`src/rtl/mult_pkg.sv`:
```
// Shared types and constants for the sequential Booth multiplier.
package mult_pkg;

   localparam int unsigned DefaultWidth = 4;

   typedef enum logic [1:0] {
      StIdle = 2'd0,
      StLoad = 2'd1,
      StIter = 2'd2,
      StDone = 2'd3
   } state_e;

   typedef enum logic [1:0] {
      OpNop = 2'd0,
      OpAdd = 2'd1,
      OpSub = 2'd2
   } booth_op_e;

   // Radix-2 Booth recoding of {q0, q_m1}.
   function automatic booth_op_e booth_decode(input logic [1:0] qbits);
      booth_op_e op;
      case (qbits)
         2'b01:   op = OpAdd;
         2'b10:   op = OpSub;
         default: op = OpNop;
      endcase
      return op;
   endfunction

endpackage

```
`src/rtl/booth_step.sv`:
```
// One combinational radix-2 Booth step: add/sub M into A, then arithmetic
// right shift of {A, Q}.
module booth_step
   import mult_pkg::*;
#(
   parameter int unsigned N = DefaultWidth
) (
   input  logic [N:0] a_i,
   input  logic [N:0] q_i,
   input  logic [N:0] m_i,
   output logic [N:0] a_o,
   output logic [N:0] q_o
);

   logic [N:0] sum;

   // Recode, accumulate, then shift A's LSB into Q's MSB.
   always_comb begin
      sum = a_i;
      case (booth_decode(q_i[1:0]))
         OpAdd:   sum = a_i + m_i;
         OpSub:   sum = a_i - m_i;
         default: sum = a_i;
      endcase
      a_o = {sum[N], sum[N:1]};
      q_o = {sum[0], q_i[N:1]};
   end

endmodule

```
`src/rtl/booth_seq_mult.sv`:
```
// Sequential radix-2 Booth signed multiplier with start/done handshake.
// Optional macro BOOTH_UNSIGNED_MODE_EN adds i_signed for unsigned products.
module booth_seq_mult
   import mult_pkg::*;
#(
   parameter int unsigned WIDTH = DefaultWidth,
   parameter int unsigned CNT_W = $clog2(WIDTH + 2)
) (
   input  logic                 i_clk,
   input  logic                 i_rst_n,
   input  logic                 i_start,
   input  logic [WIDTH-1:0]     i_data_m,
   input  logic [WIDTH-1:0]     i_data_q,
`ifdef BOOTH_UNSIGNED_MODE_EN
   input  logic                 i_signed,
`endif
   output logic                 o_busy,
   output logic                 o_done,
   output logic [2*WIDTH-1:0]   o_product
);

`ifdef BOOTH_UNSIGNED_MODE_EN
   // One extra operand bit lets unsigned operands be zero-extended.
   localparam int unsigned N = WIDTH + 1;
   logic uns_q, uns_d;
`else
   localparam int unsigned N = WIDTH;
`endif

   state_e             state_q, state_d;
   logic [N:0]         a_q, a_d;
   logic [N:0]         q_q, q_d;
   logic [N:0]         m_q, m_d;
   logic [CNT_W-1:0]   cnt_q, cnt_d;
   logic               busy_q, busy_d;
   logic               done_q, done_d;
   logic [2*WIDTH-1:0] prod_q, prod_d;

   logic [N:0]         a_nxt, q_nxt;
   logic [N:0]         m_load, q_load;
   logic [CNT_W-1:0]   last_cnt;
   logic [2*WIDTH-1:0] prod_nxt;
   logic               unused_step_bits;

   booth_step #(
      .N (N)
   ) u_step (
      .a_i (a_q),
      .q_i (q_q),
      .m_i (m_q),
      .a_o (a_nxt),
      .q_o (q_nxt)
   );

`ifdef BOOTH_UNSIGNED_MODE_EN
   assign m_load   = {{(N + 1 - WIDTH){i_signed & i_data_m[WIDTH-1]}}, i_data_m};
   assign q_load   = {i_signed & i_data_q[WIDTH-1], i_data_q, 1'b0};
   assign last_cnt = uns_q ? CNT_W'(WIDTH) : CNT_W'(WIDTH - 1);
   // Signed ops stop one step early, so the product sits one bit higher in {A, Q}.
   assign prod_nxt = uns_q ? {a_nxt[WIDTH-2:0], q_nxt[N:1]}
                           : {a_nxt[WIDTH-1:0], q_nxt[N:2]};
`else
   assign m_load   = {{(N + 1 - WIDTH){i_data_m[WIDTH-1]}}, i_data_m};
   assign q_load   = {i_data_q, 1'b0};
   assign last_cnt = CNT_W'(WIDTH - 1);
   assign prod_nxt = {a_nxt[WIDTH-1:0], q_nxt[N:1]};
`endif

   // Guard bits of the step outputs never reach the product.
   assign unused_step_bits = ^{a_nxt, q_nxt};

   // Next-state and datapath control.
   always_comb begin
      state_d = state_q;
      a_d     = a_q;
      q_d     = q_q;
      m_d     = m_q;
      cnt_d   = cnt_q;
      busy_d  = busy_q;
      done_d  = 1'b0;
      prod_d  = prod_q;
`ifdef BOOTH_UNSIGNED_MODE_EN
      uns_d   = uns_q;
`endif
      case (state_q)
         StIdle: begin
            if (i_start) begin
               a_d     = '0;
               q_d     = q_load;
               m_d     = m_load;
               cnt_d   = '0;
               busy_d  = 1'b1;
               state_d = StIter;
`ifdef BOOTH_UNSIGNED_MODE_EN
               uns_d   = ~i_signed;
`endif
            end
         end
         StIter: begin
            a_d   = a_nxt;
            q_d   = q_nxt;
            cnt_d = cnt_q + CNT_W'(1);
            if (cnt_q == last_cnt) begin
               busy_d  = 1'b0;
               done_d  = 1'b1;
               prod_d  = prod_nxt;
               state_d = StDone;
            end
         end
         StDone:  state_d = StIdle;
         StLoad:  state_d = StIdle;
         default: state_d = StIdle;
      endcase
   end

   // State and datapath registers; reset aborts any operation in flight.
   always_ff @(posedge i_clk or negedge i_rst_n) begin
      if (!i_rst_n) begin
         state_q <= StIdle;
         a_q     <= '0;
         q_q     <= '0;
         m_q     <= '0;
         cnt_q   <= '0;
         busy_q  <= 1'b0;
         done_q  <= 1'b0;
         prod_q  <= '0;
`ifdef BOOTH_UNSIGNED_MODE_EN
         uns_q   <= 1'b0;
`endif
      end else begin
         state_q <= state_d;
         a_q     <= a_d;
         q_q     <= q_d;
         m_q     <= m_d;
         cnt_q   <= cnt_d;
         busy_q  <= busy_d;
         done_q  <= done_d;
         prod_q  <= prod_d;
`ifdef BOOTH_UNSIGNED_MODE_EN
         uns_q   <= uns_d;
`endif
      end
   end

   assign o_busy    = busy_q;
   assign o_done    = done_q;
   assign o_product = prod_q;

endmodule

```
`config.mk`:
```
export PLATFORM = sky130hd
export DESIGN_NAME = booth_seq_mult
export DESIGN_NICKNAME = d
export VERILOG_FILES = /design/src/rtl/mult_pkg.sv /design/src/rtl/booth_step.sv /design/src/rtl/booth_seq_mult.sv
export SDC_FILE = /design/constraint.sdc
export NUM_CORES = 1
export LEC_CHECK = 0
export CAP_MARGIN = 25
export CORE_ASPECT_RATIO = 0.8
export CORE_UTILIZATION = 46
export DETAILED_ROUTE_END_ITERATION = 6
export PLACE_DENSITY = 0.72
export SLEW_MARGIN = 0
export SYNTH_ARGS = -nofsm -noshare
export SYNTH_HDL_FRONTEND = slang
export SYNTH_SLANG_ARGS = --single-unit
export TNS_END_PERCENT = 1
```
`constraint.sdc`:
```
create_clock -name i_clk -period 2.2 [get_ports i_clk]
set_clock_uncertainty 0.1 [all_clocks]
set_input_delay 0.44 -clock i_clk [delete_from_list [all_inputs] [get_ports i_clk]]
set_output_delay 0.44 -clock i_clk [all_outputs]
set_load 0.05 [all_outputs]
```
# ---- Word level (Yosys, flattened, before mapping)
# Index checks and enable logic that the tools add are counted.
dict set report totals {
  ff_bits 29
  elab_cells 45
  inputBits 11
}
dict set report classes {
  mux 16
  add_sub_neg 3
  eq_ne 10
  reduce_logical 8
}
# op count
set ops {}
lappend ops {{$pmux 5 s2} 3}
lappend ops {{$mux 5} 2}
lappend ops {{$eq 2x2->1 const B} 4}
lappend ops {{$reduce_and 2->1} 4}
lappend ops {{$eq 2x1->1 const B} 3}
lappend ops {{$pmux 2 s3} 1}
lappend ops {{$pmux 3 s2} 1}
lappend ops {{$add 5x5->5} 1}
lappend ops {{$sub 5x5->5} 1}
lappend ops {{$mux 1} 4}
lappend ops {{$mux 2} 2}
lappend ops {{$ne 2x2->1 const B} 2}
lappend ops {{$pmux 2 s2} 1}
lappend ops {{$add 3x1->3 const B} 1}
lappend ops {{$eq 3x2->1 const B} 1}
lappend ops {{$mux 3} 1}
lappend ops {{$reduce_and 3->1} 1}
lappend ops {{$logic_not 2->1} 1}
lappend ops {{$pmux 1 s2} 1}
lappend ops {{$reduce_bool 2->1} 1}
lappend ops {{$reduce_or 2->1} 1}

# ---- Logic depth before layout (Yosys ltp)
# Gate-level depths: netlist of run 1.
dict set report depth {
  depth_word 5
  ltp_mapped 10
  mapped_depth_nobuf 10
}

# ---- Hierarchy
# Synthesis of run 1 repeated with hierarchy kept, for this count alone.
dict set report hier_totals {
  hier_cells 131
  hier_area_um2 1519.0
}
# mod area_each_um2 cells_per_inst n_inst
set by_module_without_submodules {}
lappend by_module_without_submodules {booth_seq_mult 1168.6 83 1}
lappend by_module_without_submodules {booth_step 350.3 48 1}

# ---- Worst setup path before layout of run 1
# OpenSTA, ideal clock, no wires.
dict set report synth_timing {
  kind {flip-flop to flip-flop}
  start {register q_q[0]}
  end {register prod_q[7] (netlist: o_product[7])}
  arrival_ps 2195
  path_buffers 0
  path_stages_with_launch 10
  period_less_slack_ps 2419
  path_slack_ps -219
  path_cell_list {dfrtp_1 > inv_1 > ha_1 > mux2_2 > fa_1 > nand2b_1 > a21oi_2 > xnor2_1 > a21boi_0 > o31a_1}
}
dict set report synth_between {
  elab_chain_cells 4
  word_cells_on_any_way 6
}
# item line
set synth_rtl {}
lappend synth_rtl {{start, declared} booth_seq_mult.sv:32} ;# logic [N:0] q_q, q_d;
lappend synth_rtl {{start signal, assigned} booth_seq_mult.sv:133} ;# q_q <= q_d;
lappend synth_rtl {{$eq 2x2->1 or $eq 2x1->1 (tied branches)} mult_pkg.sv:22} ;# case (qbits)
lappend synth_rtl {{$pmux 2 s2 *} mult_pkg.sv:22}
lappend synth_rtl {{$eq 2x2->1 or $eq 2x1->1 (tied branches)} booth_step.sv:20} ;# case (booth_decode(q_i[1:0]))
lappend synth_rtl {{$pmux 5 s2 *} booth_step.sv:20}
lappend synth_rtl {{end signal, assigned} booth_seq_mult.sv:138} ;# prod_q <= prod_d;
lappend synth_rtl {{end, declared} booth_seq_mult.sv:37} ;# logic [2*WIDTH-1:0] prod_q, prod_d;
# Every way passes the cells marked *; elsewhere a longest branch is shown, timed or not.
# A chain may end at the register's enable or synchronous reset.

# ---- Worst setup path after layout of run 1
dict set report layout_timing {
  start {register m_q[1]}
  end {register a_q[3]}
}
dict set report layout_between {
  elab_chain_cells 3
  word_cells_on_any_way 4
}
# item line
set layout_rtl {}
lappend layout_rtl {{start, declared} booth_seq_mult.sv:33} ;# logic [N:0] m_q, m_d;
lappend layout_rtl {{start signal, assigned} booth_seq_mult.sv:134} ;# m_q <= m_d;
lappend layout_rtl {{$sub 5x5->5 or $add 5x5->5 (tied branches)} {booth_step.sv:22, booth_step.sv:21}}
lappend layout_rtl {{$pmux 5 s2 *} booth_step.sv:20}
lappend layout_rtl {{$pmux 5 s2 *} booth_seq_mult.sv:85} ;# case (state_q)
lappend layout_rtl {{end signal, assigned} booth_seq_mult.sv:120} ;# a_q <= '0;
lappend layout_rtl {{end signal, assigned} booth_seq_mult.sv:132} ;# a_q <= a_d;
lappend layout_rtl {{end, declared} booth_seq_mult.sv:31} ;# logic [N:0] a_q, a_d;
# Marked as above.

==> results_dict.tcl, run 1 <==
set metrics [dict create \
    core_sq_um 2872 \
    synth_top_family_by_area "compound AO/OA/AOI/OAI gates" \
    wl_per_cell_um 13.27 \
    syn_nets 163 \
    min_period_ps 2361 \
    path_clk_slew_ps 80 \
    top_layer_used "met4" \
    ctsHoldBuffers 0 \
    grt_pass1_vias 1112 \
    ys.flop_type "dfrtp_1" \
    die-area_sq_um 3354 \
    grt_overflow 0 \
    netlist-cell-type-count 39 \
    clock_path_buffers 2 \
    antenna_cells 0 \
    cts_sinks 28 \
    initial_core_util_pct 50.07 \
    path_cells "inv_2 -> ha_4 -> mux2_4 -> fa_2 -> nand2b_4 -> a21oi_4 -> xnor2_2 -> a21oi_1 -> a211o_1" \
    synth-seq-cells 28 \
    yosysTopAreaCellShare_pct 48.74 \
    cts_buffers 3 \
    synth.avg_cell_area_sq_um 10.05 \
    cts-root-buf "clkbuf_8" \
    critPathSlowestCell "dfrtp_1" \
    critPathArrivalTime_ps 2420 \
    fin_crit_sh_pct 107.3 \
    final_nets 197 \
    yosysWarnings 0 \
    fin_ws_ps -161.4 \
    r2r_slack_ps -160 \
    m1WireLength_mm 1.314 \
    crit_cells 9 \
    areaGrowthSynthToFinish_pct 29.59 \
    ios 21 \
    die_w_um 64.50 \
    drc_errors 0 \
    rows 17 \
    hold_violations 0 \
    maxSlewHeadroom_pct 66.82 \
    via_per_inst 5.249 \
    hp-class "reg2reg" \
    crit_fanout 4 \
    first_pass_iters 4 \
    final_area_sq_um 1863 \
    reg2regPathDepth 9 \
    synthMuxAreaShare_pct 3.916 \
    synthArstFlopShare_pct 100.0 \
    max_stage_delay_ps 390 \
    post-cts-setup-buffers 0 \
    fin_tns_setup_ps -519.2 \
    clock_latency_ps 270 \
    track_usage_pct 19.90 \
    maxSlewViolCount 0 \
    dr.first_iter.drc_count 58 \
    synth_compound_area_share_pct 17.15 \
    worstSetupEndpoint "a_q[3]" \
    synthSimpleGateAreaFrac_pct 14.45 \
    worstSetupStartpointType "flip-flop" \
    grt_pass1_wl_mm 5.009 \
    antenna_found_initial 0 \
    dp_hpwl_mm 2.160 \
    antenna_left 0 \
    wirelength_mm 2.826 \
    setup_viol 4 \
    place_inst 210 \
    pre_cts_slack_ps -156.4 \
    synth_xor_area_share_pct 2.437 \
    dpl_cell_area_sq_um 1792 \
    cap_viol_max_count 0 \
    vias 1118 \
    wl_met2_mm 1.347 \
    portBuffers 20 \
    dr_wl_met3_um 137 \
    crit_buf_inv 1 \
    htreeDepth 1 \
    r2r_end "a_q[3]" \
    crit_type "reg2reg" \
    yosysTopAreaCell "dfrtp_1" \
    synth_area_leaders "dfrtp_1 (49%), ha_1 (7.0%), o21ai_0 (4.9%), mux2_2 (3.9%), inv_1 (3.4%)" \
    status "complete, but fails checks" \
    synth_edf_count 0 \
    ys_seq_area_share_pct 48.74 \
    rsz0062_at_grt "yes" \
    syn_area_sq_um 1438 \
    crit_path_start "m_q[1]" \
    instances_no_fill 213 \
    r2r-start "m_q[1]" \
    violations "setup timing" \
    routabilityCongestion 0.8464 \
    drive_gt1_share_pct 21.71 \
    die_h_um 52 \
    cp_top_family "adder cells" \
    cp_data_required_time_ps 2260 \
    synth-adder-area-share_pct 8.355 \
    cts_tree "built" \
    grt_max_degree 29 \
    synth_cells 143 \
    worst-slew-pin-transition_ps 496.2 \
    critPathCaptureType "flip-flop" \
    max_freq_ghz 0.4235 \
]
[area by class of cell]
| cell class | instances | area [sq um] |
|---|---|---|
| fillers | 228 | 1008 |
| well taps | 38 | 47.55 |
| multi-input cells | 98 | 726.9 |
| clock buffers | 3 | 41.29 |
| repair buffers | 33 | 297.8 |
| flip-flops and latches | 28 | 700.7 |
| inverters | 13 | 48.80 |
[cells in the final DEF, fill, tap and decap left out, types with 2 or more instances in the layout]
| cell | n |
|---|---|
| a22oi_1 | 3 |
| o21ai_0 | 13 |
| nand2b_1 | 2 |
| o22ai_1 | 3 |
| dfrtp_1 | 28 |
| nor2b_1 | 7 |
| xnor2_1 | 2 |
| clkdlybuf4s50_1 | 20 |
| clkbuf_8 | 3 |
| ha_2 | 2 |
| nor2_1 | 7 |
| mux2_2 | 4 |
| inv_1 | 10 |
| o21ai_1 | 4 |
| ha_1 | 5 |
| inv_2 | 3 |
| buf_4 | 13 |
| nand2_1 | 13 |
| a21oi_1 | 6 |
| nor2_2 | 2 |
[cell usage after synthesis (all sizes together) (3+ instances only)]
library cell,instances
dfrtp,28
o21ai,18
nand2,14
inv,13
nor2,9
ha,8
a21oi,7
nor2b,7
mux2,5
a22oi,3
buf,3
nand2b,3
o22ai,3
xnor2,3
[worst min-delay path by stage]
stage | to | from | depth (start not counted) | slack, ps
floorplan | a_q[0] | i_rst_n | 0 | 40
CTS | o_product[4] | o_product[4] | 2 | 390
finish | o_product[4] | o_product[4] | 2 | 390
detailed placement | o_product[4] | o_product[4] | 2 | 380
global route | o_product[1] | o_product[1] | 1 | 430
global placement | o_product[4] | o_product[4] | 2 | 360
[kinds of logic after synthesis]
kind of cell               after synthesis
AOI/OAI and AO/OA                       40
xor gates and xnor gates                 4
adders and majority gates                9
buffers and inverters                   17
DFF                                     28
muxes                                    5
and+or+nand+nor                         40
[routing by layer]
metal | vias up | global-route usage (%)
met4 | 0 | 4.444
li1 | 553 | -
met1 | 530 | 25.71
met2 | 28 | 34.04
met5 | - | 0
met3 | 7 | 4.825
[worst reg2reg max path, delay by kind of cell, from the launching register on]
kind	cells	cell delay (ps)
adder cells (fa/ha/maj)	2	550
AO/OA/AOI/OAI	3	550
flip-flops	1	390
multiplexers	1	270
AND/OR/NAND/NOR	1	160
XOR/XNOR	1	150
buffers and inverters	1	90
[per-stage QoR]
stage	util (%)	hold slack, ps
3_3_place_gp	62.40	361.4
2_1_floorplan	-	44.41
5_1_grt	64.88	432.0
4_1_cts	64.05	394.8
3_5_place_dp	62.40	376.0
6_report	64.88	388.9
[flip-flops by register name, summed over array words and instances, names as in the netlist]
register	flops
o_product	8
q_q	5
a_q	4
m_q	4
cnt_q	3
state_q	2
o_busy	1
o_done	1
[timing repair]
item                       4_1_cts  5_1_grt
gates resized for setup          3        6
pin swaps                        3        1
cloned                           0        0
setup endpoints to repair        5        7
Power of run 1 is left out: the tool's default activity adds up to more than one toggle a clock period on the data nets, which glitch-free logic cannot reach.
==> run 2: changes to the inputs <==
--- a/config.mk
+++ b/config.mk
@@ -13,5 +13,6 @@
 export SLEW_MARGIN = 0
 export SYNTH_ARGS = -nofsm -noshare
 export SYNTH_HDL_FRONTEND = slang
+export SYNTH_HIERARCHICAL = 1
 export SYNTH_SLANG_ARGS = --single-unit
 export TNS_END_PERCENT = 1
==> run 2 against run 1 <==
Against the previous run:
- the run still ends with setup timing left
- critical path depth rose by 1
- non-clock buffer count fell by 1
- fmax fell by 7.8%
- global-route usage fell by 1.5 points
- critical endpoint is now o_product[7]
- die area rose by 5.5%
- setup slack got worse by 200 ps
- register-to-register slack got worse by 200 ps
- critical path type unchanged
==> results_dict.tcl, run 2 <==
set metrics [dict create \
    die_w_um 66.25 \
    track_usage_pct 18.43 \
    ys.flop_type "dfrtp_1" \
    crit_type "reg2reg" \
    cpMostUsedCell "mux2_4" \
    critPathArrivalTime_ps 2620 \
    drive_gt1_share_pct 30.67 \
    wirelength_mm 2.661 \
    cts_buffers 5 \
    synth.most_common_cell "dfrtp_1" \
    crit_fanout 3 \
    dr.first_iter.drc_count 22 \
    wl_per_cell_um 13.11 \
    die_h_um 53.40 \
    drc_errors 0 \
    critPathCaptureType "flip-flop" \
    path_clk_slew_ps 60 \
    via_per_inst 5.172 \
    setup_viol 5 \
    yosysTopAreaCell "dfrtp_1" \
    rows 18 \
    grt_max_degree 30 \
    maxSlewViolCount 0 \
    synth_common_cells "dfrtp_1 (29), inv_1 (14), mux2_2 (13), ha_1 (8), nor2_1 (8)" \
    grt_pass1_wl_mm 4.692 \
    final_nets 182 \
    worstSetupStartpointType "flip-flop" \
    max_stage_delay_ps 350 \
    htreeDepth 2 \
    vias 1050 \
    syn_nets 151 \
    largest_reg_flops 8 \
    maxSlewHeadroom_pct 65.77 \
    initial_core_util_pct 48.87 \
    clock_latency_ps 270 \
    areaGrowthSynthToFinish_pct 26.77 \
    final_common_cell "dfrtp_1" \
    routabilityCongestion 0.7755 \
    fin_ws_ps -360.3 \
    first_pass_iters 4 \
    cap_viol_max_count 0 \
    violations "setup timing" \
    core_sq_um 3108 \
    ys_seq_area_share_pct 47.78 \
    clock_path_buffers 2 \
    grt_pass1_vias 1072 \
    cp_data_required_time_ps 2260 \
    antenna_left 0 \
    critPathSlowestCell "fa_2" \
    hold_violations 0 \
    yosysWarnings 6 \
    cts_tree "built" \
    cts-root-buf "clkbuf_8" \
    holdWs_ps 404.9 \
    layout_common_cells "dfrtp_1 (29), clkdlybuf4s50_1 (20), inv_1 (14)" \
    antenna_found_initial 0 \
    antenna_cells 0 \
    cts_sinks 29 \
    grt_overflow 0 \
    ios 21 \
    synth_cells 131 \
    synth_edf_count 0 \
    syn_area_sq_um 1519 \
    max_freq_ghz 0.3906 \
    status "complete, but fails checks" \
    hp-class "reg2reg" \
    path_cells "inv_1 -> ha_1 -> mux2_4 -> fa_2 -> nor2b_2 -> o21ai_2 -> nor3b_1 -> mux2_4 -> xor2_2 -> mux2_2" \
    rsz0062_at_grt "yes" \
    yosysTopAreaCellShare_pct 47.78 \
    die-area_sq_um 3537 \
    synth-seq-cells 29 \
    fin_crit_sh_pct 116.4 \
    synth.avg_cell_area_sq_um 11.60 \
    synthArstFlopShare_pct 100.0 \
    ctsHoldBuffers 0 \
    netlist-cell-type-count 30 \
    synth_area_leaders "dfrtp_1 (48%), mux2_2 (9.6%), ha_1 (6.6%), a22o_2 (4.6%), inv_1 (3.5%)" \
    portBuffers 20 \
    dp_hpwl_mm 2.050 \
    worst-slew-pin-transition_ps 511.9 \
    min_period_ps 2560 \
]
-- run 2: routing by layer --
metal	part of all wire, %	global-route usage [%]	wire, um	vias up
li1	-	-	-	513
met1	48	22.39	1267	506
met2	47	30.61	1238	27
met3	5.1	6.034	136	4
met4	0.71	6.738	19	0
met5	0	0	0	-
-- run 2: worst paths after layout --
kind	from	cells past startpoint	slack (ps)	endpoint
max reg2reg	m_q[0]	10	-360	o_product[7]
min reg2reg	q_q[0]	1	400	q_q[0]
min	q_q[0]	1	400	q_q[0]
max	m_q[0]	10	-360	o_product[7]
min in group asynchronous	i_rst_n	2	450	o_done
max in group asynchronous	i_rst_n	2	1280	m_q[1]
-- run 2: area by class of cell --
cell class / instances / area (sq um)
clock buffer: 7 / 86.33
sequential: 29 / 725.7
multi-input combinational: 80 / 690.7
tap: 40 / 50.05
timing repair buffer: 32 / 290.3
inverter: 14 / 52.55
fill: 237 / 1182
clock inverter: 1 / 30.03
-- run 2: timing repair --
action	4_1_cts	5_1_grt
endpoints found under the setup margin	5	7
gates resized for setup	0	2
setup buffers	0	1
pin swaps	0	1
-- run 2: cells by family (layout without fill, tap and decap cells) --
kind of cell	after synthesis	after routing	synth area share, %
AOI/OAI and AO/OA	29	29	14.09
DFF	29	29	47.78
and+or+nand+nor	22	22	7.908
buffers and inverters	22	54	7.743
muxes	14	14	10.63
adders and majority gates	9	9	7.908
xor gates and xnor gates	6	6	3.955
-- run 2: worst max-delay path, delay by kind of cell, from the launching register on --
| family | cells | cell delay [ps] |
|---|---|---|
| multiplexers | 3 | 830 |
| adder cells (fa/ha/maj) | 2 | 630 |
| flip-flops | 1 | 340 |
| AND/OR/NAND/NOR | 2 | 270 |
| XOR/XNOR | 1 | 160 |
| AO/OA/AOI/OAI | 1 | 60 |
| buffers and inverters | 1 | 50 |
-- run 2: through the flow --
| stage | utilization (%) | worst slack (ps) | instance area, sq um | cells | setup TNS, ps |
|---|---|---|---|---|---|
| 6_report | 61.96 | -360.3 | 1926 | 203 | -1198 |
| 5_1_grt | 61.96 | -475.8 | 1926 | 203 | -1846 |
| 4_1_cts | 61.51 | -367.7 | 1912 | 202 | -1247 |
| 3_5_place_dp | 57.77 | -345.7 | 1795 | 194 | -1116 |
| 3_3_place_gp | 57.77 | -291.3 | 1795 | 194 | -902.9 |
| 2_1_floorplan | - | -382.0 | 1528 | 131 | -958.5 |
Power of run 2 is left out for the same reason.
